`src/rtl/lsu_pkg.sv`:
```
// Shared definitions for the load/store memory port: funct3 size codes,
// FSM state encoding and the size-to-byte-mask helper.
package lsu_pkg;

  localparam logic [1:0] LSU_B = 2'b00;
  localparam logic [1:0] LSU_H = 2'b01;
  localparam logic [1:0] LSU_W = 2'b10;
  localparam logic [1:0] LSU_D = 2'b11;

  // funct3 bit selecting zero-extension on loads
  localparam int unsigned LSU_UNSIGNED_BIT = 2;

  typedef enum logic [1:0] {
    ST_IDLE,
    ST_ACCESS,
    ST_RESP
  } lsu_state_e;

  function automatic logic [7:0] size_mask(input logic [1:0] size);
    case (size)
      LSU_B:   return 8'h01;
      LSU_H:   return 8'h03;
      LSU_W:   return 8'h0F;
      default: return 8'hFF;
    endcase
  endfunction

endpackage

```
`src/rtl/lsu_lane_align.sv`:
```
// Combinational lane steering: byte strobes, store-data replication and
// load-lane extraction with sign/zero extension.
module lsu_lane_align
  import lsu_pkg::*;
#(
  parameter  int unsigned XLEN  = 32,
  localparam int unsigned NB    = XLEN / 8,
  localparam int unsigned OFF_W = $clog2(NB)
) (
  input  logic [2:0]       funct3,
  input  logic [OFF_W-1:0] offset,
  input  logic [XLEN-1:0]  wdata,
  input  logic [XLEN-1:0]  rdata,
  output logic [NB-1:0]    wstrb,
  output logic [XLEN-1:0]  wdata_rep,
  output logic [XLEN-1:0]  rdata_ext
);

  logic [15:0]     mask_wide;
  logic [XLEN-1:0] shifted;
  int unsigned     lane_bits;
  int unsigned     msb;
  logic            ext_bit;

  always_comb begin
    mask_wide = {8'h00, size_mask(funct3[1:0])} << offset;
    wstrb     = mask_wide[NB-1:0];
  end

  // Lane width may exceed XLEN for an (illegal) double on a 32-bit port;
  // clamp so the sign bit index stays in range.
  always_comb begin
    lane_bits = 32'd8 << funct3[1:0];
    msb       = ((lane_bits < XLEN) ? lane_bits : XLEN) - 1;
    shifted   = rdata >> {offset, 3'b000};
    ext_bit   = ~funct3[LSU_UNSIGNED_BIT] & shifted[msb];
    wdata_rep = '0;
    rdata_ext = '0;
    for (int unsigned i = 0; i < XLEN; i++) begin
      wdata_rep[i] = wdata[i % lane_bits];
      rdata_ext[i] = (i <= msb) ? shifted[i] : ext_bit;
    end
  end

endmodule

```
`src/rtl/lsu_mem_port.sv`:
```
// Single-request load/store port to the memory bus with size decode,
// alignment checking and lane steering. Optional LSU_TIMEOUT_EN aborts
// an ACCESS that sees no mem_response within TIMEOUT_CYCLES.
module lsu_mem_port
  import lsu_pkg::*;
#(
  parameter int unsigned XLEN           = 32,
  parameter int unsigned ADDR_W         = 32,
  parameter int unsigned TIMEOUT_CYCLES = 255
) (
  input  logic              clk,
  input  logic              resetn,
  input  logic              req_valid,
  output logic              req_ready,
  input  logic              req_write,
  input  logic [2:0]        req_funct3,
  input  logic [ADDR_W-1:0] req_addr,
  input  logic [XLEN-1:0]   req_wdata,
  output logic              rsp_valid,
  output logic [XLEN-1:0]   rsp_rdata,
  output logic              rsp_err,
  output logic              mem_read,
  output logic              mem_write,
  output logic [ADDR_W-1:0] mem_address,
  output logic [XLEN-1:0]   mem_wdata,
  output logic [XLEN/8-1:0] mem_wstrb,
  input  logic              mem_response,
  input  logic [XLEN-1:0]   mem_rdata
);

  localparam int unsigned NB    = XLEN / 8;
  localparam int unsigned OFF_W = $clog2(NB);

  lsu_state_e       state, next_state;
  logic [2:0]       lat_funct3;
  logic             lat_write;
  logic [OFF_W-1:0] lat_off;
  logic [XLEN-1:0]  lat_wdata;

  logic             accept;
  logic             req_illegal;
  logic             req_misaligned;
  logic             req_bad;
  logic [2:0]       align_mask;
  logic             timeout;

  logic [NB-1:0]    align_wstrb;
  logic [XLEN-1:0]  align_wdata;
  logic [XLEN-1:0]  align_rdata;

  assign accept    = (state == ST_IDLE) && req_valid;
  assign req_ready = (state == ST_IDLE) && resetn;
  assign rsp_valid = (state == ST_RESP);

  always_comb begin
    case (req_funct3[1:0])
      LSU_B:   align_mask = 3'b000;
      LSU_H:   align_mask = 3'b001;
      LSU_W:   align_mask = 3'b011;
      default: align_mask = 3'b111;
    endcase
    req_misaligned = |(req_addr[2:0] & align_mask);
    req_illegal    = ((req_funct3[1:0] == LSU_D) && (XLEN == 32))
                   || (req_write && req_funct3[LSU_UNSIGNED_BIT])
                   || (!req_write && (XLEN == 32) && (req_funct3 == 3'b110));
    req_bad        = req_illegal || req_misaligned;
  end

`ifdef LSU_TIMEOUT_EN
  logic [31:0] wait_cnt;

  always_ff @(posedge clk or negedge resetn) begin
    if (!resetn) begin
      wait_cnt <= '0;
    end else if (accept) begin
      wait_cnt <= '0;
    end else if ((state == ST_ACCESS) && !mem_response) begin
      wait_cnt <= wait_cnt + 32'd1;
    end
  end

  // A response arriving on the timeout edge takes priority.
  assign timeout = (TIMEOUT_CYCLES != 0) && (state == ST_ACCESS) && !mem_response
                && (wait_cnt == TIMEOUT_CYCLES - 1);
`else
  logic unused_timeout_cfg;
  assign unused_timeout_cfg = ^TIMEOUT_CYCLES;
  assign timeout            = 1'b0;
`endif

  always_ff @(posedge clk or negedge resetn) begin
    if (!resetn) begin
      state <= ST_IDLE;
    end else begin
      state <= next_state;
    end
  end

  always_comb begin
    next_state = state;
    case (state)
      ST_IDLE: begin
        if (accept) begin
          next_state = req_bad ? ST_RESP : ST_ACCESS;
        end
      end
      ST_ACCESS: begin
        if (mem_response || timeout) begin
          next_state = ST_RESP;
        end
      end
      ST_RESP:  next_state = ST_IDLE;
      default:  next_state = ST_IDLE;
    endcase
  end

  always_ff @(posedge clk or negedge resetn) begin
    if (!resetn) begin
      lat_funct3  <= '0;
      lat_write   <= 1'b0;
      lat_off     <= '0;
      lat_wdata   <= '0;
      mem_address <= '0;
      mem_read    <= 1'b0;
      mem_write   <= 1'b0;
      rsp_rdata   <= '0;
      rsp_err     <= 1'b0;
    end else if (accept) begin
      lat_funct3  <= req_funct3;
      lat_write   <= req_write;
      lat_off     <= req_addr[OFF_W-1:0];
      lat_wdata   <= req_wdata;
      mem_address <= {req_addr[ADDR_W-1:OFF_W], {OFF_W{1'b0}}};
      mem_read    <= !req_bad && !req_write;
      mem_write   <= !req_bad && req_write;
      rsp_rdata   <= '0;
      rsp_err     <= req_bad;
    end else if (state == ST_ACCESS) begin
      if (mem_response) begin
        mem_read  <= 1'b0;
        mem_write <= 1'b0;
        rsp_rdata <= lat_write ? '0 : align_rdata;
        rsp_err   <= 1'b0;
      end else if (timeout) begin
        mem_read  <= 1'b0;
        mem_write <= 1'b0;
        rsp_rdata <= '0;
        rsp_err   <= 1'b1;
      end
    end
  end

  lsu_lane_align #(.XLEN(XLEN)) u_lane_align (
    .funct3    (lat_funct3),
    .offset    (lat_off),
    .wdata     (lat_wdata),
    .rdata     (mem_rdata),
    .wstrb     (align_wstrb),
    .wdata_rep (align_wdata),
    .rdata_ext (align_rdata)
  );

  // Lanes are driven only while a store is on the bus.
  assign mem_wstrb = mem_write ? align_wstrb : '0;
  assign mem_wdata = mem_write ? align_wdata : '0;

endmodule

```
`config.mk`:
```
export PLATFORM = sky130hd
export DESIGN_NAME = lsu_mem_port
export DESIGN_NICKNAME = d
export VERILOG_FILES = /design/src/rtl/lsu_pkg.sv /design/src/rtl/lsu_lane_align.sv /design/src/rtl/lsu_mem_port.sv
export SDC_FILE = /design/constraint.sdc
export NUM_CORES = 1
export LEC_CHECK = 0
export BUFFER_PORTS_ARGS = -buffer_cell sky130_fd_sc_hd__buf_4
export CORE_UTILIZATION = 55
export CTS_CLUSTER_SIZE = 10
export DETAILED_ROUTE_END_ITERATION = 8
export PLACE_DENSITY_LB_ADDON = 0.2
export SYNTH_ARGS = -nofsm -noshare
export SYNTH_HDL_FRONTEND = slang
export SYNTH_SLANG_ARGS = --single-unit
```
`constraint.sdc`:
```
create_clock -name clk -period 7.3 [get_ports clk]
set_input_delay 0.73 -clock clk [delete_from_list [all_inputs] [get_ports clk]]
set_output_delay 0.73 -clock clk [all_outputs]
set_load 0.01 [all_outputs]
```
==> metrics.csv <==
metric,value,unit
status,"finished, final reports clean",
Final Hold Viols,0,
post-DP HPWL,12000,um
Final setup viols,0,
Synth async-reset ratio,1.00,
DR iter-0 viols,283,
Filler Cell Count,754,
placed cells,853,
first-pass iteration count of the detailed router,9,
Synth Flop Type,dfrtp_1,
Via density,5.92,
H-tree Lvls,3,
"Power, Total",2.28,mW
first-pass GRT wire length,25400,um
area share of the largest cell type after synthesis,0.432,
Initial Util,0.564,
Setup crit start kind,flop,
total of max-cap violations,0,
HP Class,input pin to async pin,
DRT Wirelength,16300,um
post-CTS setup buffer count,0,
synthesized cell area,0.00609,mm^2
DR WL/cell,18.8,um
Layout area overhead,29.7,%
max_slew headroom,0.177,
Die Ht,107,um
CTS resizes,0,
Cell variety after synth,58,
core area,0.0108,mm^2
CTS sink cnt,105,
Num CTS Buffers,9,
TritonCTS clock tree,built,
vias in the first global route,5090,
Overflow after GRT,0,
Post-Place Worst Slack,2.51,ns
CP arrival,4.54,ns
FMAX,190,MHz
Syn. warnings,0,
Avg Inst Size Synth,11.4,um^2
Pins Over Slew Limit,0,
GPL Wtd Cong,0.875,
Seq cells post-synth,105,
final setup TNS,0,ns
Max Fanout on Critical Path,16,
Worst Skew,0.0121,ns
worst setup path class,flop to output port,
Total GRT Usage,0.288,
CTS hold repair buffers,0,
"Reg clk slew, reported paths",0.11,ns
Worst EP required,6.57,ns
pwr/cell area,289,mW/mm^2
DIE WIDTH,107,um
Worst IR Drop VDD,0.180,mV
initial antenna violation count,0,
clock root cell,clkbuf_8,
ANT cells,0,
Row Count,38,
"EDFF count, synth",0,
largest net degree at the start of global routing,78,
"Seq/Total Area, Yosys",0.432,
Mapped Cells,536,
IO Port Bufs,206,
fin worst setup slack,2.03,ns
full die area,0.0115,mm^2
"Period Utilization, post-route",0.722,
share of cells above drive strength 1,0.446,
num ports,209,
most frequent cell after synthesis,dfrtp_1,
largest cells by area after synthesis,"dfrtp_1 43%, mux2_2 12%, mux4_2 8.9%",
Finished Layout Cells,868,
top cell type by total area after synthesis,dfrtp_1,
Post-synth top cells,"105 x dfrtp_1, 63 x mux2_2, 41 x o21ai_0",
DR vias,5138,
Nets,844,
RSZ-0062 raised after global routing,false,
Post-DRT Antenna Nets,0,
crit end category,output port,
Longest Clk Path Bufs,2,
post-route minimum period,5.27,ns
drt drc,0,
Worst Tran Pin Value,1.23,ns
clk_lat worst skew,0.40,ns
Leak,3.69,nW
-- report_power, final --
part	internal (mW)	leakage, nW	switching, mW	total (mW)
Sequential	0.702	1.31	0.124	0.826
Combinational	0.552	2.28	0.535	1.09
Clock	0.161	0.0986	0.211	0.371
Total	1.41	3.69	0.870	2.28
-- routing by layer --
metal / routed length (um) / up-vias / part of all wire / GRT usage
li1: - / 2349 / - / -
met1: 6590 / 2528 / 0.40 / 0.365
met2: 8180 / 226 / 0.50 / 0.482
met3: 1160 / 35 / 0.071 / 0.0675
met4: 383 / 0 / 0.023 / 0.108
met5: 0 / - / 0 / 0
-- path summary, 6_finish.rpt --
path / startpoint / end / slack [ns] / depth (start not counted)
worst max-delay path: lat_funct3[0]$_DFFE_PN0P_ / mem_wdata[0] / 2.03 / 13
worst min-delay path: resetn / rsp_rdata[5]$_DFFE_PN0P_ / 0.26 / 1
worst max register to register: lat_off[0]$_DFFE_PN0P_ / rsp_rdata[22]$_DFFE_PN0P_ / 3.60 / 8
worst min register to register: rsp_rdata[7]$_DFFE_PN0P_ / rsp_rdata[7]$_DFFE_PN0P_ / 0.50 / 2
max in group asynchronous: resetn / lat_wdata[1]$_DFFE_PN0P_ / 5.77 / 2
min in group clk: rsp_rdata[7]$_DFFE_PN0P_ / rsp_rdata[7]$_DFFE_PN0P_ / 0.50 / 2
-- per-stage QoR --
stage / cell area (um^2) / util / hold slack, ns
final: 7890 / 0.731 / 0.258
after global routing: 7890 / 0.731 / 0.281
after CTS: 7890 / 0.731 / 0.258
after detailed placement: 7700 / 0.714 / 0.481
after global placement: 7700 / 0.714 / 0.470
after floorplan: 6090 / - / 0.434
-- worst max-delay path, stage by stage (launching register included) --
cell       delay, ns
dfrtp_1         0.45
inv_1           0.18
ha_1            0.48
inv_1           0.12
ha_1            0.61
nor2_1          0.26
o21ai_2         0.12
o31ai_2         0.30
o211ai_2        0.21
a2111o_1        0.46
a2111oi_2       0.39
o22ai_1         0.14
a211oi_2        0.27
buf_4           0.16
-- flip-flops by register name (all words and copies together) (netlist names) --
name and count:
lat_funct3 3, lat_off 2, lat_wdata 32, lat_write 1, mem_address 30, mem_read 1, mem_write 1, rsp_err 1
rsp_rdata 32, state 2
-- area by class of cell --
class                   instances  area [um^2]  area share
inverters                      13         48.8     0.00618
multi-input cells             384         3270       0.414
well taps                     140          175      0.0222
flip-flops and latches        105         2630       0.333
clock buffers                  10          128      0.0162
repair buffers                211         1580       0.201
clock inverters                 5         63.8     0.00808
-- layout by cell type (no fill, tap or decap), drive strengths merged, types with 11 or more instances in the layout --
cell	instances
inv	14
o21ai	43
and2	25
ha	16
dfrtp	105
nor2b	11
a22o	16
mux2i	30
buf	211
mux2	64
nand2	32
mux4	24
nor2	31
a21oi	20
-- logic make-up (layout without fill, tap and decap cells) --
group                    Yosys count  count (layout)  share of synthesized area
AO/OA/AOI/OAI                    124             124                      0.141
AND/OR/NAND/NOR                  121             121                      0.102
multiplexers                     118             118                      0.257
flip-flops                       105             105                      0.432
buffers and inverters             49             239                     0.0335
adder cells (fa/ha/maj)           16              16                     0.0329
other                              2               4                    0.00123
XOR/XNOR                           1               1                    0.00144
Power figures use the tool's default switching activity.
